<file path="src/rtl/serial_add_sched.sv">
// rtl/serial_add_sched.sv - round-robin scheduler sharing one bit-serial adder among NREQ requesters
//
// Arbitrates NREQ requesters onto a single bit-serial adder and hands the
// result back to the granted requester with a one-cycle, one-hot ack.
// A watchdog aborts an operation whose done never arrives.
//
// Ports:
//   clk, rst          clock; asynchronous active-high reset
//   req               per-requester request level, held until its ack
//   req_a, req_b      operands, slice i belongs to requester i
//   ack               one-hot one-cycle result strobe
//   res_sum/res_cout  result, valid with ack, held until next capture
//   res_err           timeout flag, valid with ack (sum/cout forced to 0)
//   busy              high whenever the scheduler is not idle
//   sa_in1/sa_in2     operands to the adder, registered at grant
//   sa_ld/sa_st       adder load/start strobes (one cycle, together)
//   sa_sum/sa_cout    adder result
//   sa_done           adder completion level
module serial_add_sched #(
  parameter int WIDTH   = 32,
  parameter int NREQ    = 4,
  parameter int TIMEOUT = 64
) (
  input  logic                  clk,
  input  logic                  rst,
  input  logic [NREQ-1:0]       req,
  input  logic [NREQ*WIDTH-1:0] req_a,
  input  logic [NREQ*WIDTH-1:0] req_b,
  output logic [NREQ-1:0]       ack,
  output logic [WIDTH-1:0]      res_sum,
  output logic                  res_cout,
  output logic                  res_err,
  output logic                  busy,
  output logic [WIDTH-1:0]      sa_in1,
  output logic [WIDTH-1:0]      sa_in2,
  output logic                  sa_ld,
  output logic                  sa_st,
  input  logic [WIDTH-1:0]      sa_sum,
  input  logic                  sa_cout,
  input  logic                  sa_done
);

  localparam int IW  = (NREQ > 1) ? $clog2(NREQ) : 1;
  localparam int IW1 = IW + 1;
  localparam int WDW = (TIMEOUT > 1) ? $clog2(TIMEOUT) : 1;

  typedef enum logic [2:0] {IDLE, LOAD, ARM, WAIT, RESP} state_t;

  state_t          state;
  state_t          state_nxt;
  logic [IW-1:0]   rr;
  logic [IW-1:0]   grant;
  logic [IW-1:0]   pick;
  logic            pick_vld;
  logic [IW1-1:0]  idx;
  logic [WDW-1:0]  wd;
  logic [IW-1:0]   rr_after_grant;

  // Round-robin pick: first set req bit at or after rr, wrapping.
  // Walking k downwards lets the smallest offset win the last assignment.
  always_comb begin
    pick     = '0;
    pick_vld = 1'b0;
    idx      = '0;
    for (int k = NREQ - 1; k >= 0; k--) begin
      idx = {1'b0, rr} + IW1'(k);
      if (idx >= IW1'(NREQ)) idx = idx - IW1'(NREQ);
      if (req[idx[IW-1:0]]) begin
        pick     = idx[IW-1:0];
        pick_vld = 1'b1;
      end
    end
  end

  assign rr_after_grant = (grant == IW'(NREQ - 1)) ? '0 : grant + IW'(1);

  always_comb begin
    state_nxt = state;
    sa_ld     = 1'b0;
    sa_st     = 1'b0;
    ack       = '0;
    busy      = (state != IDLE);
    case (state)
      IDLE: if (pick_vld) state_nxt = LOAD;
      LOAD: begin
        sa_ld     = 1'b1;
        sa_st     = 1'b1;
        state_nxt = ARM;
      end
      // Done may still be high from the previous operation here; ignore it.
      ARM:  state_nxt = WAIT;
      WAIT: if (sa_done || (wd == WDW'(TIMEOUT - 1))) state_nxt = RESP;
      RESP: begin
        ack[grant] = 1'b1;
        state_nxt  = IDLE;
      end
      default: state_nxt = IDLE;
    endcase
  end

  always_ff @(posedge clk or posedge rst) begin
    if (rst) begin
      state    <= IDLE;
      rr       <= '0;
      grant    <= '0;
      wd       <= '0;
      sa_in1   <= '0;
      sa_in2   <= '0;
      res_sum  <= '0;
      res_cout <= 1'b0;
      res_err  <= 1'b0;
    end else begin
      state <= state_nxt;
      case (state)
        IDLE: if (pick_vld) begin
          grant  <= pick;
          sa_in1 <= req_a[int'(pick)*WIDTH +: WIDTH];
          sa_in2 <= req_b[int'(pick)*WIDTH +: WIDTH];
        end
        ARM:  wd <= '0;
        WAIT: begin
          if (sa_done) begin
            res_sum  <= sa_sum;
            res_cout <= sa_cout;
            res_err  <= 1'b0;
          end else if (wd == WDW'(TIMEOUT - 1)) begin
            res_sum  <= '0;
            res_cout <= 1'b0;
            res_err  <= 1'b1;
          end else begin
            wd <= wd + WDW'(1);
          end
        end
        RESP: rr <= rr_after_grant;
        default: ;
      endcase
    end
  end

endmodule

</file>
<file path="config.mk">
export PLATFORM = sky130hd
export DESIGN_NAME = serial_add_sched
export DESIGN_NICKNAME = d
export VERILOG_FILES = /design/src/rtl/serial_add_sched.sv
export SDC_FILE = /design/constraint.sdc
export NUM_CORES = 1
export LEC_CHECK = 0
export CAP_MARGIN = 30
export CORE_ASPECT_RATIO = 0.6
export CORE_MARGIN = 8
export CORE_UTILIZATION = 37
export DETAILED_ROUTE_END_ITERATION = 7
export PLACE_DENSITY = 0.93
export SLEW_MARGIN = 20
export SYNTH_ARGS = -nofsm -noshare
export SYNTH_HDL_FRONTEND = slang
export SYNTH_SLANG_ARGS = --single-unit
</file>
<file path="constraint.sdc">
create_clock -name clk -period 5.23 [get_ports clk]
set_clock_uncertainty 0.05 [all_clocks]
set_input_delay 1.569 -clock clk [delete_from_list [all_inputs] [get_ports clk]]
set_output_delay 1.569 -clock clk [all_outputs]
set_load 0.005 [all_outputs]
</file>
---- Word-level counts from Yosys, hierarchy flattened ----
Cells that the tools add are included.
storage, ports and cells
  RAM bits ................................ 0
  bits in latches ......................... 0
  memories kept ........................... 0
  bits in read-only memories .............. 0
  logic and storage cells ................. 87
  bits in registers ....................... 111
operators by class
  multipliers ............................. 0
  add/sub/neg operators ................... 9
  shift operators ......................... 2
  mux-type cells .......................... 37
  magnitude comparators ................... 10
  divide/modulo/power cells ............... 0
  equal/unequal tests ..................... 10
  bitwise logic cells ..................... 0
  reductions and logical operators ........ 10
operators with widths
  cell                                                 count
  indexed part select 128 x 8 -> 32 bit                2
  2-to-1 mux 32 bit                                    2
  2-to-1 mux 2 bit                                     9
  < comparator 2 x 3 -> 1 bit, second input constant   5
  2-to-1 mux 1 bit                                     14
  2-to-1 mux 6 bit                                     2
  one-hot mux 3 bit (4 select lines)                   1
  one-hot mux 6 bit (2 select lines)                   1
  >= comparator 3 bit, second input constant           3
  binary-select mux 1 bit (select 2 bit)               4
  != test 2 bit, second input constant                 4
  subtractor 2 x 1 -> 2 bit, second input constant     4
  adder 2 x 2 -> 3 bit, second input constant          2
  adder 6 x 1 -> 6 bit, second input constant          1
  == test 3 x 2 -> 1 bit, second input constant        2
  == test 6 bit, second input constant                 1
  2-to-1 mux 3 bit                                     2
  AND reduction 2 bit                                  3
  2-to-1 mux 4 bit                                     1
  nonzero test 2 bit                                   2
  adder 2 x 1 -> 3 bit, second input constant          1
  == test 3 x 1 -> 1 bit, second input constant        1
  == test 3 bit, second input constant                 1
  >= comparator 2 x 3 -> 1 bit, second input constant  1
  9 further kinds                                      9

---- Longest topological paths before layout ----
Gate-level depths: netlist of run 1.
  depth after elaboration ................. 11
  mapped depth ............................ 7

---- Least setup slack after synthesis of run 1 ----
OpenSTA, ideal clock, no wires.
  path kind ............................... input to register
  from .................................... input port req[1]
  to ...................................... register sa_in1[0]
  setup time .............................. 0.126 ns
  setup slack ............................. 2.075 ns
  stages on the path ...................... 7
  arrival time ............................ 2.979 ns
  data required time ...................... 5.054 ns
  path through ............................ nand2b_1 -> or2_2 -> nand2_1 -> buf_6 -> buf_6 -> mux2_1 -> a221o_1
on the way
  cells in the longest elaborated chain, start to end .. 7
RTL lines
  element                                                                       RTL line  source
  start, declared                                                               26        input logic [NREQ-1:0] req,
  binary-select mux 1 bit (select 2 bit)                                        68        if (req[idx[IW-1:0]]) begin
  2-to-1 mux 1 bit (not written as such)                                        68
  2-to-1 mux 2 bit or 2-to-1 mux 1 bit (tied branches) (4 in a row)             68
  indexed part select 128 x 8 -> 32 bit or AND reduction 2 bit (tied branches)  n/a
  end signal, assigned                                                          117       sa_in1 <= req_a[int'(pick)*WIDTH +: WIDTH];
  end, declared                                                                 34        output logic [WIDTH-1:0] sa_in1,
Parallel ways exist; a longest one is shown, timed or not. The select of a mux whose other input is x is not followed.
A chain may end at the register's enable or synchronous reset.

---- Final worst setup path of run 1 ----
  from .................................... input port req[2]
  to ...................................... register sa_in1[10]
The elaborated chain is that of the path after synthesis.

==> results of run 1 <==
## through the flow
| step | util | hold slack, ps | worst slack, ps | cells | total power [mW] |
|---|---|---|---|---|---|
| floorplan | - | 432 | 680 | 603 | 2.76 |
| global placement | 0.633 | 438 | 1020 | 1181 | 4.02 |
| detailed placement | 0.633 | 441 | 934 | 1181 | 4.12 |
| CTS | 0.652 | 464 | 1320 | 1197 | 4.87 |
| global route | 0.654 | 471 | 1270 | 1198 | 5.14 |
| finish | 0.654 | 461 | 1400 | 1198 | 4.87 |
## power by group through the flow
stage / sequential, mW / clock [mW] / combinational (mW)
6_report: 1.50 / 0.730 / 2.63
5_1_grt: 1.55 / 0.780 / 2.81
4_1_cts: 1.50 / 0.751 / 2.62
3_5_place_dp: 1.51 / 0 / 2.61
3_3_place_gp: 1.49 / 0 / 2.53
2_1_floorplan: 1.50 / 0 / 1.26
## cell families after synthesis
family / after synthesis / share of synthesized area
compound gates: 243 / 0.273
xor+xnor: 3 / 0.00424
fa+ha+maj: 5 / 0.0101
buf+inv: 69 / 0.0530
flops: 111 / 0.449
mux: 68 / 0.123
simple gates: 104 / 0.0879
## per-layer routing
metal,vias up,track usage,part of all wire
met3,43,0.0749,0.095
met1,3362,0.318,0.39
met2,384,0.429,0.50
li1,3050,-,-
met5,-,0,0.00028
met4,2,0.0696,0.023
## cell usage in the layout (no fill, tap or decap), drive strengths merged, types with 2 or more instances in the layout
master	instances
a21oi	68
a221o	64
a22o	33
and2	8
buf	13
clkbuf	9
clkdlybuf4s50	400
clkinv	2
dfrtp	111
ha	5
inv	12
mux2	67
nand2	5
nand2b	2
nand3	65
nor2	11
nor3b	3
o2111ai	2
o21ai	70
xor2	3
## cell type report
type / count / area (um2)
Sequential cell: 111 / 2780
Clock inverter: 7 / 88.8
Inverter: 7 / 28.8
Tap cell: 228 / 285
Timing Repair Buffer: 413 / 4130
Multi-Input combinational cell: 423 / 3130
Clock buffer: 9 / 225
Fill cell: 1236 / 5640
## worst min path at each step
stage,from,endpoint,slack (ps),cells past startpoint
2_1_floorplan,state[2],state[0],430,1
3_3_place_gp,res_sum[14],res_sum[14],440,1
3_5_place_dp,res_sum[5],res_sum[5],440,1
4_1_cts,res_sum[25],res_sum[25],460,1
5_1_grt,res_sum[5],res_sum[5],470,1
6_report,res_sum[25],res_sum[25],460,1
## worst max-delay path, cell delays in order
cell and delay, ps:
sky130_fd_sc_hd__clkdlybuf4s50_1 550, sky130_fd_sc_hd__mux2i_1 170, sky130_fd_sc_hd__o22ai_4 650, sky130_fd_sc_hd__buf_4 500
sky130_fd_sc_hd__o21ai_0 150, sky130_fd_sc_hd__a21oi_1 280, sky130_fd_sc_hd__a221o_1 160
## state kept, by name, summed over array words and instances, names as in the netlist
name and flops:
grant 2, res_cout 1, res_err 1, res_sum 32
rr 2, sa_in1 32, sa_in2 32, state 3
wd 6
==> qor.log, run 1 <==
INFO  outcome        outcome=completed
INFO  timing         tns=0ps
INFO  worst_setup_path timing.critical_path.required=5470ps
INFO  worst_setup_path worstRegToRegCells=6
INFO  clocking       cts_resized=0
INFO  logic_synthesis netlist_area=0.00619mm2
INFO  route          detail_route.iter0.violations=618
INFO  timing         finalHoldViolCount=0
INFO  logic_synthesis synth.top_cell.area_share=0.449
INFO  worst_setup_path crit_path_start_kind=input pin
INFO  logic_synthesis yosys_warnings=0
INFO  route          drt-wirelength-per-cell=23.7um
INFO  final_layout   number_of_inserted_diodes=0
INFO  clocking       ctsRootBufferMaster=sky130_fd_sc_hd__clkbuf_16
INFO  floorplan      coreArea=0.0163mm2
INFO  route          detailroute.via_count=6,841
INFO  timing         post-route-min-period=3830ps
INFO  clocking       cts.reportedPaths.clkPinSlew=80ps
INFO  placement      dp_hpwl=21.1mm
INFO  timing         final_period_util=0.732
INFO  floorplan      start_util=0.380
INFO  logic_synthesis postSynthRegisterBits=111
INFO  worst_hold_path holdCritPathClass=flop to flop
INFO  route          vias_per_cell=5.71
INFO  floorplan      overall_die_height=116um
INFO  logic_synthesis yosys-top-cells-area=sky130_fd_sc_hd__dfrtp_1 (45%), sky130_fd_sc_hd__a221o_1 (10%), sky130_fd_sc_hd__mux2_1 (8.9%)
INFO  grt            first_global_vias=7,119
INFO  placement      gp_congestion=0.855
INFO  power          internal_power=3.07mW
INFO  logic_synthesis postSynth.asyncResetShare=1.00
INFO  worst_setup_path end_kind=flop
INFO  timing         slew_headroom=0.446
INFO  power          power.switching_fraction=0.370
INFO  logic_synthesis syn_avg_cell_area=10.3um2
INFO  clocking       cts_tree=yes
INFO  logic_synthesis sequential_cell_area_fraction_in_the_yosys_report=0.449
INFO  worst_setup_path worst-setup-path-type=input pin to flop
INFO  floorplan      pin_count=401
INFO  worst_setup_path critPathCapture=sa_in1[10]
INFO  logic_synthesis netlist_top_cells_count=sky130_fd_sc_hd__dfrtp_1 (111), sky130_fd_sc_hd__o21ai_0 (70), sky130_fd_sc_hd__a21oi_1 (67), sky130_fd_sc_hd__a221o_1 (64), sky130_fd_sc_hd__nand3_1 (64)
INFO  timing         tightestPinTransition=831ps
INFO  power          p_clk_frac=0.150
INFO  job            cap_viol_max_count=0
INFO  logic_synthesis post-synth-top-count-cell=sky130_fd_sc_hd__dfrtp_1
INFO  power          share_comb_of_total_power=0.541
INFO  logic_synthesis syn-num-nets=904
INFO  route          totalWireLength=28.4mm
INFO  timing         fmax=261MHz
INFO  logic_synthesis synth_enable_flop_cells=0
INFO  route          drc_errors=0
INFO  final_layout   final_layout_size_suffix_gt1_frac=0.0577
INFO  worst_setup_path regToRegSetupSlack=2640ps
INFO  timing         setup_violations=0
INFO  clocking       clockBufferDepth=2
INFO  grt            grt.total_usage=0.255
INFO  worst_setup_path end_of_the_worst_register_to_register_path=sa_in1[10]
INFO  grt            grt_first_pass_wirelength=42.4mm
INFO  placement      placement.cell_area=0.0103mm2
INFO  worst_setup_path critPathArrivalTime=4060ps
INFO  clocking       htreeDepth=3
INFO  logic_synthesis synth_top_flop_cell=sky130_fd_sc_hd__dfrtp_1
INFO  clocking       cts_hold_repair.buffers=0
INFO  logic_synthesis post_synth_num_cell_types=41
INFO  timing         rsz_0062_raised_after_global_routing=no
INFO  final_layout   postLayoutCellArea=0.0107mm2
INFO  logic_synthesis syn_inst=603
INFO  clocking       cts-buffers-inserted=9
INFO  floorplan      die_area=0.0213mm2
INFO  clocking       cts_setup_buffers=0
INFO  power          vdd_drop_max=0.241mV
INFO  route          detailedRoute.firstPassIterationCount=5
INFO  final_layout   syn_to_final_growth=72.3%
INFO  power          p_sw=1.80mW
INFO  worst_setup_path worstReg2RegStart=rr[1]
INFO  worst_setup_path crit_start=req[2]
INFO  power          p_leak=4.24nW
INFO  clocking       clock_insertion_delay_worst_skew=350ps
INFO  final_layout   layout.nets=1,266
INFO  grt            grt_max_degree=67
INFO  route          detail-route-antenna-nets=0
INFO  grt            antenna_found_initial=1
INFO  logic_synthesis synth_top_area_cell=sky130_fd_sc_hd__dfrtp_1
INFO  placement      port_buffers=400
INFO  worst_setup_path cp_max_fo=37
INFO  floorplan      row_count=36
INFO  floorplan      floorplan.die.width=183um
INFO  timing         slew_violations=0
INFO  grt            gr_overflow_total=0
INFO  power          power.sequential.fraction=0.309
INFO  clocking       cts_sinks=111
INFO  power          power-per-cell-area=456mW/mm2
Note: power is estimated with default switching activity, not from simulation.
==> run 2, diff against run 1 <==
--- a/config.mk
+++ b/config.mk
@@ -8,9 +8,9 @@
 export CAP_MARGIN = 30
 export CORE_ASPECT_RATIO = 0.6
 export CORE_MARGIN = 8
-export CORE_UTILIZATION = 37
+export CORE_UTILIZATION = 33
 export DETAILED_ROUTE_END_ITERATION = 7
-export PLACE_DENSITY = 0.93
+export PLACE_DENSITY = 0.88
 export SLEW_MARGIN = 20
 export SYNTH_ARGS = -nofsm -noshare
 export SYNTH_HDL_FRONTEND = slang
==> constraint.sdc (replaced) <==
create_clock -name clk -period 3.5 [get_ports clk]
set_clock_uncertainty 0.05 [all_clocks]
set_input_delay 1.05 -clock clk [delete_from_list [all_inputs] [get_ports clk]]
set_output_delay 1.05 -clock clk [all_outputs]
set_load 0.005 [all_outputs]
==> run 2 against run 1 <==
Net effect: clock-buffer cell count unchanged; clock power rose by 45%; die area grew 11%; register-to-register slack worse by 1400 ps; global-route usage is 3.0 points lower; combinational power increased by 54%; wire length is 1.7% lower; critical endpoint is now ack[0]; largest cell class unchanged.
==> qor.log, run 2 (synthesis results as in run 1) <==
INFO  route          detailedRoute.firstPassIterationCount=5
INFO  timing         rsz_0062_raised_after_global_routing=no
INFO  clocking       cts_sinks=111
INFO  final_layout   syn_to_final_growth=74.9%
INFO  worst_setup_path cp_max_fo=7
INFO  route          drt-wirelength-per-cell=22.9um
INFO  timing         post-route-min-period=3190ps
INFO  grt            antenna_found_initial=0
INFO  outcome        outcome=completed
INFO  route          detail_route.iter0.violations=431
INFO  grt            grt_first_pass_wirelength=41.6mm
INFO  final_layout   number_of_inserted_diodes=0
INFO  timing         slew_violations=0
INFO  final_layout   biggestRegsByFlops=res_sum: 32 flops, sa_in1: 32 flops, sa_in2: 32 flops
INFO  worst_setup_path worst-setup-path-type=flop to output port
INFO  floorplan      pin_count=401
INFO  timing         slew_headroom=0.450
INFO  route          totalWireLength=27.9mm
INFO  grt            gr_overflow_total=0
INFO  clocking       cts.reportedPaths.clkPinSlew=80ps
INFO  clocking       ctsRootBufferMaster=sky130_fd_sc_hd__clkbuf_16
INFO  placement      dp_hpwl=21.2mm
INFO  grt            first_global_vias=7,072
INFO  power          power-per-cell-area=679mW/mm2
INFO  worst_setup_path timing.critical_path.required=2400ps
INFO  worst_setup_path crit_path_start_kind=flop
INFO  final_layout   postLayoutCellArea=0.0108mm2
INFO  power          vdd_drop_max=0.369mV
INFO  final_layout   layout.cells.most_common=sky130_fd_sc_hd__clkdlybuf4s50_1
INFO  clocking       htreeDepth=3
INFO  route          detailroute.via_count=6,749
INFO  floorplan      overall_die_height=122um
INFO  power          p_leak=4.30nW
INFO  placement      placement.cell_area=0.0105mm2
INFO  timing         setup_violations=0
INFO  grt            grt.total_usage=0.225
INFO  floorplan      coreArea=0.0182mm2
INFO  final_layout   layout.nets=1,275
INFO  clocking       cts_hold_repair.buffers=0
INFO  final_layout   sequential_cell_area=0.00278mm2
INFO  timing         final_period_util=0.913
INFO  route          vias_per_cell=5.54
INFO  clocking       cts-buffers-inserted=9
INFO  timing         tns=0ps
INFO  timing         fmax=313MHz
INFO  final_layout   final_layout_size_suffix_gt1_frac=0.0664
INFO  timing         finalHoldViolCount=0
INFO  worst_setup_path critPathArrivalTime=2090ps
INFO  final_layout   multi_input_comb_area=0.00313mm2
INFO  route          drc_errors=0
INFO  placement      gp_congestion=0.832
INFO  clocking       clock_insertion_delay_worst_skew=350ps
INFO  final_layout   layout_common_cells=sky130_fd_sc_hd__clkdlybuf4s50_1 (400), sky130_fd_sc_hd__dfrtp_1 (111), sky130_fd_sc_hd__o21ai_0 (70)
INFO  placement      port_buffers=400
INFO  clocking       clockBufferDepth=2
INFO  clocking       cts_resized=0
INFO  floorplan      floorplan.die.width=193um
INFO  floorplan      row_count=38
INFO  final_layout   finalCoreUtilization=0.594
INFO  timing         tightestPinTransition=823ps
INFO  job            cap_viol_max_count=0
INFO  clocking       cts_tree=yes
INFO  final_layout   fillers=1,509
INFO  floorplan      start_util=0.340
INFO  worst_setup_path end_kind=output port
INFO  floorplan      die_area=0.0235mm2
INFO  worst_hold_path holdPathStages=1
INFO  route          detail-route-antenna-nets=0
INFO  grt            grt_max_degree=112
INFO  worst_hold_path holdCritPathClass=flop to flop
INFO  worst_setup_path worstRegToRegCells=6
INFO  clocking       cts_setup_buffers=0
## run 2: per-stage QoR
stage | power, mW | hold slack [ps] | setup WS (ps) | cells
6_report | 7.35 | 459 | 305 | 1219
5_1_grt | 7.78 | 476 | 91.8 | 1219
4_1_cts | 7.41 | 462 | 262 | 1219
3_5_place_dp | 6.32 | 441 | 123 | 1203
3_3_place_gp | 6.18 | 437 | 233 | 1203
2_1_floorplan | 4.12 | 432 | 864 | 603
## run 2: critical path, cell delays in order, from the launching register on
cell and delay, ps:
sky130_fd_sc_hd__dfrtp_1 450, sky130_fd_sc_hd__nor3b_1 550, sky130_fd_sc_hd__and2_1 230, sky130_fd_sc_hd__clkdlybuf4s50_1 510
## run 2: power breakdown
group / internal [mW] / switching [mW]
registers: 1.86 / 0.390
logic: 2.30 / 1.74
clock network: 0.513 / 0.544
## run 2: routing by layer
layer,up-vias,global-route usage,wire [um]
met5,-,0,0
met4,0,0.0765,867
met3,50,0.0668,2660
met2,358,0.378,13600
met1,3280,0.274,10800
li1,3061,-,-
## run 2: worst paths after layout
path,startpoint,end,slack (ps)
max in group asynchronous,rst,sa_in1[15],1740
worst min-delay path,res_sum[14],res_sum[14],460
min in group asynchronous,rst,res_sum[20],1130
worst max register to register,rr[1],sa_in1[13],1270
worst min register to register,res_sum[14],res_sum[14],460
worst max-delay path,state[0],ack[0],310
## run 2: area by class of cell
class | count | share of cell area
sequential | 111 | 0.257
clock buffer | 9 | 0.0208
timing repair buffer | 422 | 0.396
clock inverter | 7 | 0.00786
tap | 240 | 0.0277
multi-input combinational | 423 | 0.289
inverter | 7 | 0.00277
